$ cat src/rtl/pcs_tx_ordered_set.sv
// rtl/pcs_tx_ordered_set.sv - 1000BASE-X PCS transmit ordered-set generator (GMII to encoder octets)
module pcs_tx_ordered_set #(
  parameter int CNT_W = 8
) (
  input  logic             GTX_CLK,
  input  logic             mr_main_reset,
  input  logic [7:0]       TXD,
  input  logic             TX_EN,
  input  logic             TX_ER,
  output logic [7:0]       tx_o_set,
  output logic             tx_o_set_k,
  output logic             tx_even,
  output logic             transmitting,
  output logic [CNT_W-1:0] tx_err_cnt
);

  localparam logic [7:0] K28_5 = 8'hBC;
  localparam logic [7:0] D16_2 = 8'h50;
  localparam logic [7:0] K_S   = 8'hFB;
  localparam logic [7:0] K_T   = 8'hFD;
  localparam logic [7:0] K_R   = 8'hF7;
  localparam logic [7:0] K_V   = 8'hFE;

  typedef enum logic [6:0] {
    IDLE_K = 7'b0000001,
    IDLE_D = 7'b0000010,
    SOP    = 7'b0000100,
    DATA   = 7'b0001000,
    EPD_T  = 7'b0010000,
    EPD_R1 = 7'b0100000,
    EPD_R2 = 7'b1000000
  } state_t;

  state_t           state_q;
  state_t           state_d;
  logic [7:0]       set_d;
  logic             k_d;
  logic             even_d;
  logic             tx_d;
  logic [CNT_W-1:0] cnt_d;

  // State names the octet currently on tx_o_set; next octet is chosen from it.
  always_comb begin
    state_d = IDLE_K;
    set_d   = K28_5;
    k_d     = 1'b1;
    even_d  = ~tx_even;
    cnt_d   = tx_err_cnt;
    case (state_q)
      IDLE_K: begin
        state_d = IDLE_D;
        set_d   = D16_2;
        k_d     = 1'b0;
      end
      IDLE_D: begin
        if (TX_EN) begin
          state_d = SOP;
          set_d   = K_S;
        end
      end
      SOP, DATA: begin
        if (!TX_EN) begin
          state_d = EPD_T;
          set_d   = K_T;
        end else if (TX_ER) begin
          state_d = DATA;
          set_d   = K_V;
          if (tx_err_cnt != {CNT_W{1'b1}}) cnt_d = tx_err_cnt + CNT_W'(1);
        end else begin
          state_d = DATA;
          set_d   = TXD;
          k_d     = 1'b0;
        end
      end
      EPD_T: begin
        state_d = EPD_R1;
        set_d   = K_R;
      end
      EPD_R1: begin
        // A second /R/ pushes the following K28.5 onto an even position.
        if (tx_even) begin
          state_d = EPD_R2;
          set_d   = K_R;
        end
      end
      EPD_R2: begin
        state_d = IDLE_K;
      end
      default: begin
        state_d = IDLE_K;
        even_d  = 1'b1;
      end
    endcase
    tx_d = (state_d == SOP) || (state_d == DATA);
  end

  always_ff @(posedge GTX_CLK or posedge mr_main_reset) begin
    if (mr_main_reset) begin
      state_q      <= IDLE_K;
      tx_o_set     <= K28_5;
      tx_o_set_k   <= 1'b1;
      tx_even      <= 1'b1;
      transmitting <= 1'b0;
      tx_err_cnt   <= '0;
    end else begin
      state_q      <= state_d;
      tx_o_set     <= set_d;
      tx_o_set_k   <= k_d;
      tx_even      <= even_d;
      transmitting <= tx_d;
      tx_err_cnt   <= cnt_d;
    end
  end

endmodule

$ cat config.mk
export PLATFORM = sky130hd
export DESIGN_NAME = pcs_tx_ordered_set
export DESIGN_NICKNAME = d
export VERILOG_FILES = /design/src/rtl/pcs_tx_ordered_set.sv
export SDC_FILE = /design/constraint.sdc
export NUM_CORES = 1
export LEC_CHECK = 0
export BUFFER_PORTS_ARGS = -buffer_cell sky130_fd_sc_hd__buf_2
export CAP_MARGIN = 20
export CORE_ASPECT_RATIO = 1.75
export CORE_MARGIN = 4
export CORE_UTILIZATION = 45
export CTS_BUF_LIST = sky130_fd_sc_hd__clkbuf_4 sky130_fd_sc_hd__clkbuf_8
export DETAILED_ROUTE_END_ITERATION = 8
export MAX_ROUTING_LAYER = met4
export PLACE_DENSITY = 0.83
export SYNTH_ARGS = -nofsm -noshare
export SYNTH_HDL_FRONTEND = slang
export SYNTH_SLANG_ARGS = --single-unit
$ cat constraint.sdc
create_clock -name GTX_CLK -period 1.7 [get_ports GTX_CLK]
set_input_delay 0.34 -clock GTX_CLK [delete_from_list [all_inputs] [get_ports GTX_CLK]]
set_output_delay 0.34 -clock GTX_CLK [all_outputs]
set_load 0.02 [all_outputs]
Word level (Yosys, flattened, before mapping). Cells that the tools add are included.

Bitwise operators: 1. Reductions and logical operators: 4. Multiplexer cells: 13. Equality and inequality tests: 10. $add $sub $neg: 1.

Operators by type and width (number): one-hot mux 8 bit (5 select lines) (1); one-hot mux 7 bit (5 select lines) (1); 2-to-1 mux 7 bit (3); 2-to-1 mux 8 bit (2); == test 7 x 3 -> 1 bit, second input constant (2); == test 7 x 4 -> 1 bit, second input constant (2); adder 8 x 1 -> 8 bit, second input constant (1); != test 8 bit, second input constant (1); == test 7 x 1 -> 1 bit, second input constant (1); == test 7 x 2 -> 1 bit, second input constant (1); == test 7 x 5 -> 1 bit, second input constant (1); == test 7 x 6 -> 1 bit, second input constant (1); == test 7 bit, second input constant (1); OR reduction 7 bit (1); 2-to-1 mux 5 bit (1); AND reduction 4 bit (1); 2-to-1 mux 1 bit (3); 2-to-1 mux 3 bit (1); one-hot mux 1 bit (2 select lines) (1); OR reduction 2 bit (1); logical OR 1 bit (1); inverter 1 bit (1).

Output and inout port bits: 19. Word-level logic and storage cells: 35. Register bits: 26. Bits of input ports: 12.

Logic depth before layout (Yosys ltp). Gate-level depths: netlist of the first run.

Depth after elaboration: 5. Depth in mapped cells: 5. Mapped depth without buffers: 5.

Worst setup path before layout of the first run. Ideal clock, no wire load.

Path type: reg-to-reg. Start point: register state_q[5]. End point: register tx_err_cnt[1]. Clock period less this slack: 1.591 ns. Data required time: 1.575 ns. Data arrival time: 1.466 ns. Path buffers: 1. Setup slack: 0.109 ns. Stages on the path, launching flop included: 6. Setup time: 0.125 ns. Cell sequence: dfrtp_1 -> clkbuf_2 -> nor4b_4 -> nand4_1 -> nor2_2 -> mux2_2.

Longest elaborated chain between the ends: 3. Elaborated cells between the ends (all ways): 4. Those cells by class: 2 x eq/ne; 2 x reduce/logical.

Ends and longest elaborated chain: start: declaration (RTL line 34) `state_t state_q;`; start signal: assignment (RTL line 106) `state_q <= state_d;`; == test 7 x 3 -> 1 bit / == test 7 x 4 -> 1 bit (equally long branches) (RTL line 49) `case (state_q)`; OR reduction 2 bit * (RTL line 49); AND reduction 4 bit (no line) *; end signal: assignment (RTL line 111) `tx_err_cnt <= cnt_d;`; end: declaration (RTL line 14) `output logic [CNT_W-1:0] tx_err_cnt`.

Mark *: on every way between the ends. The rest lies on a longest branch, timed or not. A chain may end at the register's enable or synchronous reset.

Worst setup path after layout of the first run.
Start point: register state_q[3]. End point: register tx_o_set[3].

Longest elaborated chain between the ends: 3. Elaborated cells between the ends (all ways): 8. Those cells by class: 6 x eq/ne; 1 x mux; 1 x reduce/logical.

Ends and longest elaborated chain: == test 7 x 3 -> 1 bit / == test 7 x 4 -> 1 bit (equally long branches) (RTL line 49); OR reduction 2 bit (RTL line 49); one-hot mux 8 bit (5 select lines) * (RTL line 49); via set_d[3] (RTL line 36) `logic [7:0] set_d;`; end signal: assignment (RTL line 107) `tx_o_set <= set_d;`; end: declaration (RTL line 10) `output logic [7:0] tx_o_set,`.

The timed path passes the listed nets; every way through them passes the cells marked *.

==> flow_summary.rst, run 1 <==
.. list-table::
   :header-rows: 1

   * - Metric
     - Value
   * - Final setup violation count
     - 0
   * - Accumulated negative setup slack
     - 0 ns
   * - Clock slew at reported path FFs
     - approximately 0.08 ns
   * - Worst slack at placement
     - roughly 0.056 ns
   * - Worst VDD drop
     - 0.000720 V
   * - CTS Buf Count
     - 3
   * - Vias in the first global route
     - approximately 1,100
   * - Initial antenna violation count
     - 0
   * - Slew Viols, Final
     - 0
   * - Number of I/O port buffers
     - 30
   * - Largest net degree at the start of global routing
     - 27
   * - Data required time of the critical path
     - about 1.9 ns
   * - Number of max-cap violations
     - 0
   * - Launch point of the worst reg-to-reg path
     - state_q[3]$_DFF_PP0_
   * - Total power
     - ~0.0021 W
   * - Buffer type at the clock tree root
     - sky130_fd_sc_hd__clkbuf_8
   * - Syn-to-layout area delta
     - 22.8%
   * - I/O pins
     - 31
   * - Synthesis warning total
     - 0
   * - Number of vias per cell after detailed routing
     - about 5.8
   * - Cell row count
     - 25
   * - Slew at the pin with the worst max-slew slack
     - between 0.4 and 0.5 ns
   * - Category of the most critical setup path
     - register to register
   * - Detail Route Antenna Nets
     - 0
   * - Distinct cells, synth
     - 37
   * - Number of antenna cells inserted
     - 0
   * - DP Cell Count
     - ~180
   * - Slack of the worst reg-to-reg path
     - approximately 0.065 ns
   * - Overall die width
     - between 40 and 50 um
   * - Worst hold path type
     - input port to async pin
   * - Area used by multi-input combinational logic
     - between 500 and 600 sq um
   * - Worst Skew
     - 0.00275 ns
   * - Clock network latency to the later pin of the worst-skew pair
     - around 0.26 ns
   * - Setup repair bufs after CTS
     - 0
   * - Core area
     - roughly 2700 sq um
   * - Upper clock frequency limit
     - approximately 0.61 GHz
   * - Power per cell area
     - ~1300 nW/um^2
   * - Number of vias in the routed layout
     - around 1,100
   * - Met2 Use GR
     - 0.312
   * - Number of detailed-routing iterations run before antenna repair
     - 4
   * - Post-synthesis sequential element count
     - 26
   * - Residual overflow from global routing
     - 0
   * - Die extent in y
     - roughly 80 um
   * - Highest-utilization routing layer at the global route stage
     - met2
   * - Maximum level of the CTS H-tree
     - 1
   * - Drt wl/cell
     - ~16 um
   * - Routing usage on met1
     - 0.179
   * - Max transition margin
     - 0.701
   * - Count of endpoints failing hold in the final timing report
     - 0
   * - Final setup margin
     - ~0.065 ns
   * - Number of design-rule violations left by the first detailed-router iteration
     - 40
   * - Fill cell instance count of the final layout
     - 237
   * - DP HPWL
     - approximately 2400 um
   * - Global-route total usage across every layer
     - 0.177
   * - Final worst path period share
     - 0.962
   * - CTS Sinks
     - 26
   * - Detailed-route DRC error count
     - 0
   * - Number of nets in the final layout
     - roughly 180
   * - Maximum net fanout on the critical path
     - 5
   * - Cell at the slowest stage of the critical path
     - sky130_fd_sc_hd__dfrtp_1
   * - Final standard cell count with taps included and fillers excluded
     - between 150 and 200
   * - Clock tree from TritonCTS
     - done
   * - Average cell area after synthesis
     - between 10 and 15 sq um
   * - Final RePlAce weighted congestion
     - roughly 0.88
   * - Mapped Area
     - 1250 sq um
   * - Wire length of the first global-routing pass
     - between 4000 and 5000 um
   * - Depth of the worst register-to-register path
     - 4
   * - Delay of the slowest cell on the worst path
     - approximately 0.45 ns
   * - Met3 capacity usage during global routing
     - 0.0325
   * - Net Count, Synth
     - about 130
   * - Critical path destination
     - tx_o_set[3]$_DFF_PP1_
   * - Destination of the worst register-to-register timing path
     - tx_o_set[3]$_DFF_PP1_
   * - Result of the run
     - finished clean
   * - Data arrival, critical path
     - approximately 1.8 ns
   * - Synthesized netlist cell count
     - around 120
   * - Area of the die
     - ~3700 sq um
   * - Share of final-layout standard cells stronger than drive strength 1
     - 0.366
   * - Type of origin of the critical path
     - register
   * - Starting density of the core
     - 0.467
   * - Max Root-Sink Buffers
     - 2
   * - Unrepaired setup endpoints after global routing
     - no
   * - Kind of end point of the critical path
     - register
   * - Part of the Yosys area used for sequential elements
     - 0.526
   * - Leakage component of the power
     - 0.760 nW
   * - Clock period minus final worst setup slack
     - around 1.6 ns
   * - Series of cell instances along the critical path
     - or2_1, or3_4, o32a_1, o221ai_1
   * - Area occupied by registers
     - between 600 and 700 sq um
   * - Worst setup path startpoint
     - state_q[3]$_DFF_PP0_
   * - WL final
     - approximately 3000 um
-- timing repair --
item                                    4_1_cts  5_1_grt
hold buffers                                  0        0
endpoints found under the setup margin        0        5
gates resized for setup                       0        2
-- worst max-delay path: cells and delay by family, from the launching register on --
family          cells  cell delay [ns]
compound gates      2             0.41
flops               1             0.45
simple gates        2             0.68
-- cells by family (layout without fill, tap and decap cells) --
kind of cell | after synthesis | count (layout) | synth area share
and+or+nand+nor | 54 | 54 | 0.245
AOI/OAI and AO/OA | 29 | 29 | 0.143
DFF | 26 | 26 | 0.526
xor gates and xnor gates | 6 | 6 | 0.0479
buffers and inverters | 3 | 43 | 0.00997
muxes | 2 | 2 | 0.0179
adders and majority gates | 1 | 1 | 0.00997
-- final cells by class --
cell class | count | area share
clock buffer | 4 | 0.0317
multi-input combinational | 92 | 0.381
inverter | 2 | 0.00487
sequential | 26 | 0.429
timing repair buffer | 37 | 0.131
tap | 27 | 0.0219
-- routing by layer --
layer  vias up  wire (um)  part of all wire
met5         -          0                 0
met4         0         96             0.032
met3        10        161             0.054
met2        37       1700              0.57
met1       519       1030              0.34
li1        516          -                 -
-- flip-flops by register name, summed over array words and instances (netlist names) --
register,flops
tx_err_cnt,8
state_q,7
tx_o_set_k,1
tx_even,1
transmitting,1
tx_o_set,8
-- through the flow --
step / cell area (sq um) / hold slack, ns / util
2_1_floorplan: 1250 / 0.374 / -
3_3_place_gp: 1490 / 0.402 / 0.553
3_5_place_dp: 1490 / 0.417 / 0.553
4_1_cts: 1540 / 0.122 / 0.571
5_1_grt: 1540 / 0.125 / 0.573
6_report: 1540 / 0.114 / 0.573
-- synthesized netlist by cell type --
library cell                number  area share
sky130_fd_sc_hd__dfrtp_1        18        0.36
sky130_fd_sc_hd__nor2_1         15       0.045
sky130_fd_sc_hd__o21ai_0        11       0.044
sky130_fd_sc_hd__dfstp_2         8        0.17
sky130_fd_sc_hd__nand2_1         7       0.021
sky130_fd_sc_hd__a21oi_1         6       0.024
sky130_fd_sc_hd__nor3_1          6       0.024
sky130_fd_sc_hd__xor2_1          5       0.035
sky130_fd_sc_hd__a31oi_1         3       0.015
sky130_fd_sc_hd__nand4_1         3       0.015
sky130_fd_sc_hd__nor2b_1         3       0.015
sky130_fd_sc_hd__and3_1          2       0.010
sky130_fd_sc_hd__and4_1          2       0.014
sky130_fd_sc_hd__inv_1           2      0.0060
sky130_fd_sc_hd__mux2_2          2       0.018
sky130_fd_sc_hd__nand2b_1        2       0.010
sky130_fd_sc_hd__nand3_1         2      0.0080
sky130_fd_sc_hd__nand3b_1        2       0.012
sky130_fd_sc_hd__o31ai_1         2       0.012
sky130_fd_sc_hd__or2_1           2       0.010
sky130_fd_sc_hd__or3_1           2       0.010
sky130_fd_sc_hd__a2111oi_0       1      0.0070
sky130_fd_sc_hd__a21boi_0        1      0.0060
sky130_fd_sc_hd__a32oi_1         1      0.0070
sky130_fd_sc_hd__and2b_1         1      0.0060
sky130_fd_sc_hd__clkbuf_2        1      0.0040
sky130_fd_sc_hd__ha_1            1       0.010
sky130_fd_sc_hd__nand3_2         1      0.0080
sky130_fd_sc_hd__nor2_2          1      0.0050
sky130_fd_sc_hd__nor4b_4         1       0.019
sky130_fd_sc_hd__o21bai_1        1      0.0060
sky130_fd_sc_hd__o221ai_1        1      0.0070
sky130_fd_sc_hd__o32a_1          1      0.0080
sky130_fd_sc_hd__o32ai_1         1      0.0070
sky130_fd_sc_hd__or2_2           1      0.0050
sky130_fd_sc_hd__or3_4           1      0.0090
sky130_fd_sc_hd__xor2_2          1       0.013
-- how the worst min path moves through the flow --
stage,startpoint,end,depth (start not counted)
after global routing,mr_main_reset,tx_err_cnt[3]$_DFFE_PP0P_,3
after CTS,mr_main_reset,tx_err_cnt[0]$_DFFE_PP0P_,3
final,mr_main_reset,tx_err_cnt[0]$_DFFE_PP0P_,3
after detailed placement,mr_main_reset,tx_err_cnt[0]$_DFFE_PP0P_,3
after global placement,mr_main_reset,tx_err_cnt[0]$_DFFE_PP0P_,3
after floorplan,mr_main_reset,state_q[1]$_DFF_PP0_,1
-- placed cells by master, fill, tap and decap left out, types with 2 or more instances in the layout --
cell type                   n
sky130_fd_sc_hd__buf_2     30
sky130_fd_sc_hd__dfrtp_1   17
sky130_fd_sc_hd__nor2_1    15
sky130_fd_sc_hd__o21ai_0   11
sky130_fd_sc_hd__dfstp_2    8
sky130_fd_sc_hd__nand2_1    7
sky130_fd_sc_hd__buf_4      7
sky130_fd_sc_hd__a21oi_1    6
sky130_fd_sc_hd__nor3_1     5
sky130_fd_sc_hd__xor2_1     5
sky130_fd_sc_hd__nand4_1    3
sky130_fd_sc_hd__nor2b_1    3
sky130_fd_sc_hd__a31oi_1    3
sky130_fd_sc_hd__clkbuf_8   3
sky130_fd_sc_hd__nand3_1    2
sky130_fd_sc_hd__mux2_2     2
sky130_fd_sc_hd__and3_1     2
sky130_fd_sc_hd__inv_1      2
sky130_fd_sc_hd__or3_1      2
sky130_fd_sc_hd__or2_1      2
sky130_fd_sc_hd__o31ai_1    2
sky130_fd_sc_hd__nand2b_1   2
sky130_fd_sc_hd__nand3b_1   2
sky130_fd_sc_hd__and4_1     2
-- power breakdown --
part           internal [W]  total (W)  leakage [nW]  switching [W]
logic              0.000309   0.000797         0.405       0.000487
registers          0.000824   0.000923         0.329      0.0000994
clock network      0.000183   0.000361        0.0262       0.000178
total               0.00132    0.00208         0.760       0.000765
Power figures use the tool's default switching activity.
==> inputs of run 2 (changes only) <==
--- a/config.mk
+++ b/config.mk
@@ -8,7 +8,7 @@
 export BUFFER_PORTS_ARGS = -buffer_cell sky130_fd_sc_hd__buf_2
 export CAP_MARGIN = 20
 export CORE_ASPECT_RATIO = 1.75
-export CORE_MARGIN = 4
+export CORE_MARGIN = 2
 export CORE_UTILIZATION = 45
 export CTS_BUF_LIST = sky130_fd_sc_hd__clkbuf_4 sky130_fd_sc_hd__clkbuf_8
 export DETAILED_ROUTE_END_ITERATION = 8
==> run 2 against run 1 <==
Compared with the run above: design area rose by 0.41%; non-clock buffer count did not move; clock skew rose by 0.0029 ns; sequential cell count did not move.
==> flow_summary.rst, run 2 (synthesis results as in run 1) <==
.. list-table::
   :header-rows: 1

   * - Metric
     - Value
   * - Result of the run
     - finished clean
   * - Syn-to-layout area delta
     - 23.3%
   * - Area of the die
     - 3240 sq um (-13%)
   * - Category of the most critical setup path
     - register to register
   * - Series of cell instances along the critical path
     - nor4b_4, nand4_1, nor2_2, mux2_4
   * - Number of antenna cells inserted
     - 0 (unchanged)
   * - Final worst path period share
     - 0.956 (-0.00546)
   * - Final setup violation count
     - 0 (unchanged)
   * - Die extent in y
     - 73.9 um (-5.1%)
   * - Power per cell area
     - 1340 nW/um^2 (-0.74%)
   * - Util after Layout
     - 0.575 (+0.00233)
   * - Number of I/O port buffers
     - 30 (unchanged)
   * - Most frequent cells in the layout
     - sky130_fd_sc_hd__buf_2, sky130_fd_sc_hd__nor2_1, sky130_fd_sc_hd__dfrtp_1
   * - WL final
     - 2850 um (-4.6%)
   * - Worst hold path type
     - input port to async pin
   * - Residual overflow from global routing
     - 0 (unchanged)
   * - Destination of the worst register-to-register timing path
     - tx_err_cnt[1]$_DFFE_PP0P_
   * - DP HPWL
     - 2210 um (-7.3%)
   * - Number of nets in the final layout
     - 175 (unchanged)
   * - Share of final-layout standard cells stronger than drive strength 1
     - 0.379 (+0.0124)
   * - Overall die width
     - 43.9 um (-8.3%)
   * - Top Registers
     - tx_err_cnt (8), tx_o_set (8), state_q (7)
   * - Starting density of the core
     - 0.467 (unchanged)
   * - Largest net degree at the start of global routing
     - 27 (unchanged)
   * - Max Root-Sink Buffers
     - 2 (unchanged)
   * - Number of max-cap violations
     - 0 (unchanged)
   * - Gate family responsible for the most delay along the worst path
     - simple AND/OR/NAND/NOR gates
   * - Data arrival, critical path
     - 1.79 ns (-0.02 ns)
   * - Hold-fix buffer count after cts
     - 0 (unchanged)
   * - Detailed-route DRC error count
     - 0 (unchanged)
   * - I/O pins
     - 31 (unchanged)
   * - CTS Sinks
     - 26 (unchanged)
   * - Wire length of the first global-routing pass
     - 5020 um (+7.5%)
   * - Slack of the worst reg-to-reg path
     - 0.07 ns (about the same)
   * - Drt wl/cell
     - 15.1 um (-4.6%)
   * - Detail Route Antenna Nets
     - 0 (unchanged)
   * - Clock network latency to the later pin of the worst-skew pair
     - 0.27 ns (about the same)
   * - Maximum level of the CTS H-tree
     - 1 (unchanged)
   * - Worst VDD drop
     - 0.000697 V (-3.2%)
   * - Number of vias in the routed layout
     - 1,088 (+0.55%)
   * - Number of vias per cell after detailed routing
     - 5.79 (+0.55%)
   * - CTS Buf Count
     - 3 (unchanged)
   * - Worst slack at placement
     - 0.0152 ns (-0.0410 ns)
   * - Critical path destination
     - tx_err_cnt[1]$_DFFE_PP0P_
   * - Clock slew at reported path FFs
     - 0.09 ns (about the same)
   * - Data required time of the critical path
     - 1.87 ns (about the same)
   * - Max transition margin
     - 0.743 (+0.0417)
   * - Unrepaired setup endpoints after global routing
     - yes
   * - Number of cells on the critical path
     - 4 (unchanged)
   * - WP buf/inv
     - 0 (unchanged)
   * - Type of origin of the critical path
     - register
   * - Global-route total usage across every layer
     - 0.215 (+0.0375)
   * - Worst setup path startpoint
     - state_q[4]$_DFF_PP0_
   * - Clock tree from TritonCTS
     - done
   * - Number of detailed-routing iterations run before antenna repair
     - 4 (unchanged)
   * - Total power
     - 0.00207 W (-0.34%)
   * - Buffer type at the clock tree root
     - sky130_fd_sc_hd__clkbuf_8
   * - Vias in the first global route
     - 1,117 (+5.4%)
   * - Delay of the slowest cell on the worst path
     - 0.46 ns (about the same)
   * - Launch point of the worst reg-to-reg path
     - state_q[4]$_DFF_PP0_
   * - Slew at the pin with the worst max-slew slack
     - 0.376 ns (-0.0610 ns)
   * - Initial antenna violation count
     - 0 (unchanged)
   * - Tightest hold margin
     - 0.0919 ns (-0.0218 ns)
   * - Worst Skew
     - 0.00562 ns (+0.00287 ns)
   * - Maximum net fanout on the critical path
     - 7 (+2)
   * - Cell row count
     - 25 (unchanged)
   * - Clock period minus final worst setup slack
     - 1.63 ns (-0.00927 ns)
   * - Slew Viols, Final
     - 0 (unchanged)
   * - Core area
     - 2690 sq um (unchanged)
   * - Final setup margin
     - 0.0746 ns (+0.00927 ns)
   * - Leakage component of the power
     - 0.758 nW (-0.28%)
   * - Number of design-rule violations left by the first detailed-router iteration
     - 30 (-25%)
   * - Kind of end point of the critical path
     - register
   * - Final RePlAce weighted congestion
     - 1.04 (+17%)
   * - Upper clock frequency limit
     - 0.615 GHz (+0.57%)
   * - Depth of the worst register-to-register path
     - 4 (unchanged)
   * - Count of endpoints failing hold in the final timing report
     - 0 (unchanged)
   * - Most common library cell in the layout ignoring fill and taps
     - sky130_fd_sc_hd__buf_2
   * - Cell at the slowest stage of the critical path
     - sky130_fd_sc_hd__dfrtp_2
-- run 2: metal layers --
| layer | wire [um] | up-vias | GRT usage |
|---|---|---|---|
| met5 | 0 | - | - |
| met4 | 153 | 0 | 0.138 |
| met3 | 140 | 17 | 0.0442 |
| met2 | 1470 | 46 | 0.361 |
| met1 | 1080 | 507 | 0.219 |
| li1 | - | 518 | - |
-- run 2: worst min-delay path by stage --
| stage | start | end | slack, ns | cells past startpoint |
|---|---|---|---|---|
| floorplan | mr_main_reset | state_q[1]$_DFF_PP0_ | 0.37 | 1 |
| global placement | mr_main_reset | tx_o_set[0]$_DFF_PP0_ | 0.40 | 3 |
| detailed placement | mr_main_reset | tx_o_set[0]$_DFF_PP0_ | 0.41 | 3 |
| CTS | mr_main_reset | tx_o_set[1]$_DFF_PP0_ | 0.11 | 3 |
| global route | mr_main_reset | tx_o_set[0]$_DFF_PP0_ | 0.15 | 3 |
| finish | mr_main_reset | tx_o_set[0]$_DFF_PP0_ | 0.09 | 3 |
-- run 2: repair_timing --
| action | CTS | global route |
|---|---|---|
| endpoints found under the hold margin | 0 | 0 |
| setup endpoints to repair | 0 | 4 |
| buffers inserted | 0 | 2 |
| resized for setup | 0 | 5 |
-- run 2: final cells by class --
class | count | area, sq um
timing repair buffer | 37 | 203
sequential | 26 | 664
multi-input combinational | 92 | 591
tap | 27 | 33.8
inverter | 2 | 7.51
fill | 230 | 1140
clock buffer | 4 | 48.8
-- run 2: worst register-to-register path, stage by stage, from the launching register on --
cell                      delay [ns]
sky130_fd_sc_hd__dfrtp_2        0.46
sky130_fd_sc_hd__nor4b_4        0.33
sky130_fd_sc_hd__nand4_1        0.21
sky130_fd_sc_hd__nor2_2         0.21
sky130_fd_sc_hd__mux2_4         0.31
-- run 2: report_power, final --
part           switching, W  leakage, nW  internal, W
logic              0.000480        0.406     0.000299
clock network      0.000191       0.0262     0.000184
registers         0.0000972        0.325     0.000823
-- run 2: stage by stage --
stage,area [sq um],cells,TNS [ns]
2_1_floorplan,1250,121,0
3_3_place_gp,1470,182,0
3_5_place_dp,1470,182,0
4_1_cts,1520,186,0
5_1_grt,1550,188,-0.0231
6_report,1550,188,0
==> inputs of run 3 (changes only) <==
--- a/config.mk
+++ b/config.mk
@@ -7,7 +7,6 @@
 export LEC_CHECK = 0
 export BUFFER_PORTS_ARGS = -buffer_cell sky130_fd_sc_hd__buf_2
 export CAP_MARGIN = 20
-export CORE_ASPECT_RATIO = 1.75
 export CORE_MARGIN = 2
 export CORE_UTILIZATION = 45
 export CTS_BUF_LIST = sky130_fd_sc_hd__clkbuf_4 sky130_fd_sc_hd__clkbuf_8
==> run 3 against run 2 <==
Compared with the run above: sequential cell count unchanged; setup slack got worse by 0.041 ns; via count down 2.8%; critical endpoint unchanged; sequential power barely moved; hold slack got worse by 0.054 ns; maximum frequency shrank 2.4%; die area down 0.51%; routed wire length shrank 5.6%; cell count up 2.7%; sequential share of layout area down 0.33 points; non-clock buffer count increased by 1; combinational power fell by 4.2%.
==> flow_summary.rst, run 3 (synthesis results as in run 1) <==
.. list-table::
   :header-rows: 1

   * - Metric
     - Value
   * - Syn-to-layout area delta
     - 23.8%
   * - Drt wl/cell
     - 13.9 um (-8.1%)
   * - Worst slack at placement
     - 0.0645 ns (+0.0493 ns)
   * - Net switching fraction of the power
     - 0.353 (-0.0168)
   * - Worst hold path type
     - input port to async pin
   * - Starting density of the core
     - 0.463 (-0.00345)
   * - Post-route design area
     - 1550 sq um (+0.40%)
   * - Most common library cell in the layout ignoring fill and taps
     - sky130_fd_sc_hd__buf_2
   * - Number of vias per cell after detailed routing
     - 5.48 (-5.4%)
   * - Most frequent cells in the layout
     - sky130_fd_sc_hd__buf_2, sky130_fd_sc_hd__dfrtp_1, sky130_fd_sc_hd__nor2_1
   * - Unrepaired setup endpoints after global routing
     - yes
   * - Data arrival, critical path
     - 1.89 ns (+0.10 ns)
   * - Clock network power share
     - 0.201 (+0.020)
   * - Share of final-layout standard cells stronger than drive strength 1
     - 0.364 (-0.0147)
   * - Reg power frac
     - 0.441 (-0.003)
   * - Global-route total usage across every layer
     - 0.188 (-0.0266)
   * - Area of the die
     - 3230 sq um (-0.51%)
   * - Clock tree from TritonCTS
     - done
   * - Final setup violation count
     - 0 (unchanged)
   * - Number of nets in the final layout
     - 176 (+0.57%)
   * - Number of detailed-routing iterations run before antenna repair
     - 4 (unchanged)
   * - Initial antenna violation count
     - 0 (unchanged)
   * - Number of max-cap violations
     - 0 (unchanged)
   * - Maximum level of the CTS H-tree
     - 1 (unchanged)
   * - CTS Buf Count
     - 3 (unchanged)
   * - DP HPWL
     - 2080 um (-5.6%)
   * - Count of endpoints failing hold in the final timing report
     - 0 (unchanged)
   * - Upper clock frequency limit
     - 0.600 GHz (-2.4%)
   * - Residual overflow from global routing
     - 0 (unchanged)
   * - Detail Route Antenna Nets
     - 0 (unchanged)
   * - I/O pins
     - 31 (unchanged)
   * - Total power
     - 0.00209 W (+0.62%)
   * - Overall die width
     - 56.8 um (+29%)
   * - Max Root-Sink Buffers
     - 2 (unchanged)
   * - Largest net degree at the start of global routing
     - 27 (unchanged)
   * - Clock period minus final worst setup slack
     - 1.67 ns (+0.0407 ns)
   * - Detailed-route DRC error count
     - 0 (unchanged)
   * - Result of the run
     - finished clean
   * - DP Area
     - 1480 sq um (+0.85%)
   * - Psw
     - 0.000737 W (-3.9%)
   * - Data required time of the critical path
     - 1.92 ns (+0.05 ns)
   * - Final setup margin
     - 0.0339 ns (-0.0407 ns)
   * - Wire length of the first global-routing pass
     - 4570 um (-8.8%)
   * - Slew Viols, Final
     - 0 (unchanged)
   * - Max transition margin
     - 0.752 (+0.00882)
   * - Type of origin of the critical path
     - register
   * - Category of the most critical setup path
     - register to register
   * - Maximum net fanout on the critical path
     - 4 (-3)
   * - Top Registers
     - tx_err_cnt (8), tx_o_set (8), state_q (7)
   * - Die extent in y
     - 56.8 um (-23%)
   * - Number of vias in the routed layout
     - 1,057 (-2.8%)
   * - Number of design-rule violations left by the first detailed-router iteration
     - 22 (-27%)
   * - Worst VDD drop
     - 0.000888 V (+27%)
   * - CTS Sinks
     - 26 (unchanged)
   * - Kind of end point of the critical path
     - register
   * - Buffer type at the clock tree root
     - sky130_fd_sc_hd__clkbuf_4
   * - Clock network latency to the later pin of the worst-skew pair
     - 0.32 ns (+0.05 ns)
   * - Clock slew at reported path FFs
     - 0.14 ns (+0.05 ns)
   * - Worst Skew
     - 0.00517 ns (-0.000447 ns)
   * - Cell row count
     - 19 (-24%)
   * - Final worst path period share
     - 0.980 (+0.0239)
   * - Number of I/O port buffers
     - 30 (unchanged)
   * - WL final
     - 2690 um (-5.6%)
   * - Logic gate share of total power
     - 0.357 (-0.019)
   * - Final RePlAce weighted congestion
     - 0.862 (-17%)
   * - Core area
     - 2710 sq um (+0.74%)
   * - Leakage component of the power
     - 0.765 nW (+0.96%)
   * - Fill cell instance count of the final layout
     - 231 (+0.43%)
   * - Internal power of the cells
     - 0.00135 W (+3.3%)
   * - Slew at the pin with the worst max-slew slack
     - 0.369 ns (-0.00667 ns)
   * - Power per cell area
     - 1340 nW/um^2 (+0.22%)
   * - Vias in the first global route
     - 1,023 (-8.4%)
   * - Number of antenna cells inserted
     - 0 (unchanged)
[run 3: what timing repair did]
| item | in CTS | in global routing |
|---|---|---|
| gates resized for setup | 0 | 2 |
| endpoints found under the setup margin | 0 | 5 |
| hold buffers | 0 | 0 |
| setup buffers | 0 | 2 |
[run 3: worst paths after layout]
| check | startpoint | end | slack [ns] | cells past startpoint |
|---|---|---|---|---|
| worst max-delay path | state_q[4]$_DFF_PP0_ | tx_err_cnt[1]$_DFFE_PP0P_ | 0.03 | 4 |
| min in group GTX_CLK | TXD[4] | tx_o_set[4]$_DFF_PP1_ | 0.20 | 2 |
| worst min register to register | tx_even$_DFF_PP1_ | tx_even$_DFF_PP1_ | 0.52 | 1 |
| worst min-delay path | mr_main_reset | state_q[1]$_DFF_PP0_ | 0.04 | 3 |
| worst max register to register | state_q[4]$_DFF_PP0_ | tx_err_cnt[1]$_DFFE_PP0P_ | 0.03 | 4 |
| max in group asynchronous | mr_main_reset | tx_o_set[2]$_DFF_PP1_ | 1.37 | 3 |
[run 3: cell type report]
type                    instances  area (sq um)  share of cell area
flip-flops and latches         26           662               0.426
multi-input cells              92           583               0.375
repair buffers                 38           210               0.135
well taps                      31          38.8              0.0250
clock inverters                 1          30.0              0.0193
clock buffers                   3          22.5              0.0145
inverters                       2          7.51             0.00483
[run 3: through the flow]
stage,utilization,hold slack [ns],std cells,TNS [ns]
final,0.573,0.0375,193,0
after global routing,0.573,0.0501,193,-0.0512
after global placement,0.548,0.403,187,0
after CTS,0.567,0.0372,191,0
after floorplan,-,0.374,121,0
after detailed placement,0.548,0.412,187,0
[run 3: critical path, stage by stage (launching register included)]
cell	delay [ns]
sky130_fd_sc_hd__dfrtp_1	0.45
sky130_fd_sc_hd__nor4b_4	0.37
sky130_fd_sc_hd__nand4_1	0.20
sky130_fd_sc_hd__nor2_2	0.20
sky130_fd_sc_hd__mux2_2	0.35
[run 3: power groups by stage]
stage | Sequential (W) | Clock (W) | Combinational [W]
2_1_floorplan | 0.00107 | 0 | 0.000347
3_3_place_gp | 0.000923 | 0 | 0.000729
3_5_place_dp | 0.000934 | 0 | 0.000745
4_1_cts | 0.000922 | 0.000439 | 0.000748
5_1_grt | 0.000943 | 0.000454 | 0.000820
6_report | 0.000921 | 0.000420 | 0.000746
[run 3: per-layer routing]
layer,up-vias,GRT usage,part of all wire
met2,33,0.326,0.50
met3,5,0.0300,0.055
met4,0,0.0598,0.017
met1,500,0.225,0.43
met5,-,-,0
li1,519,-,-
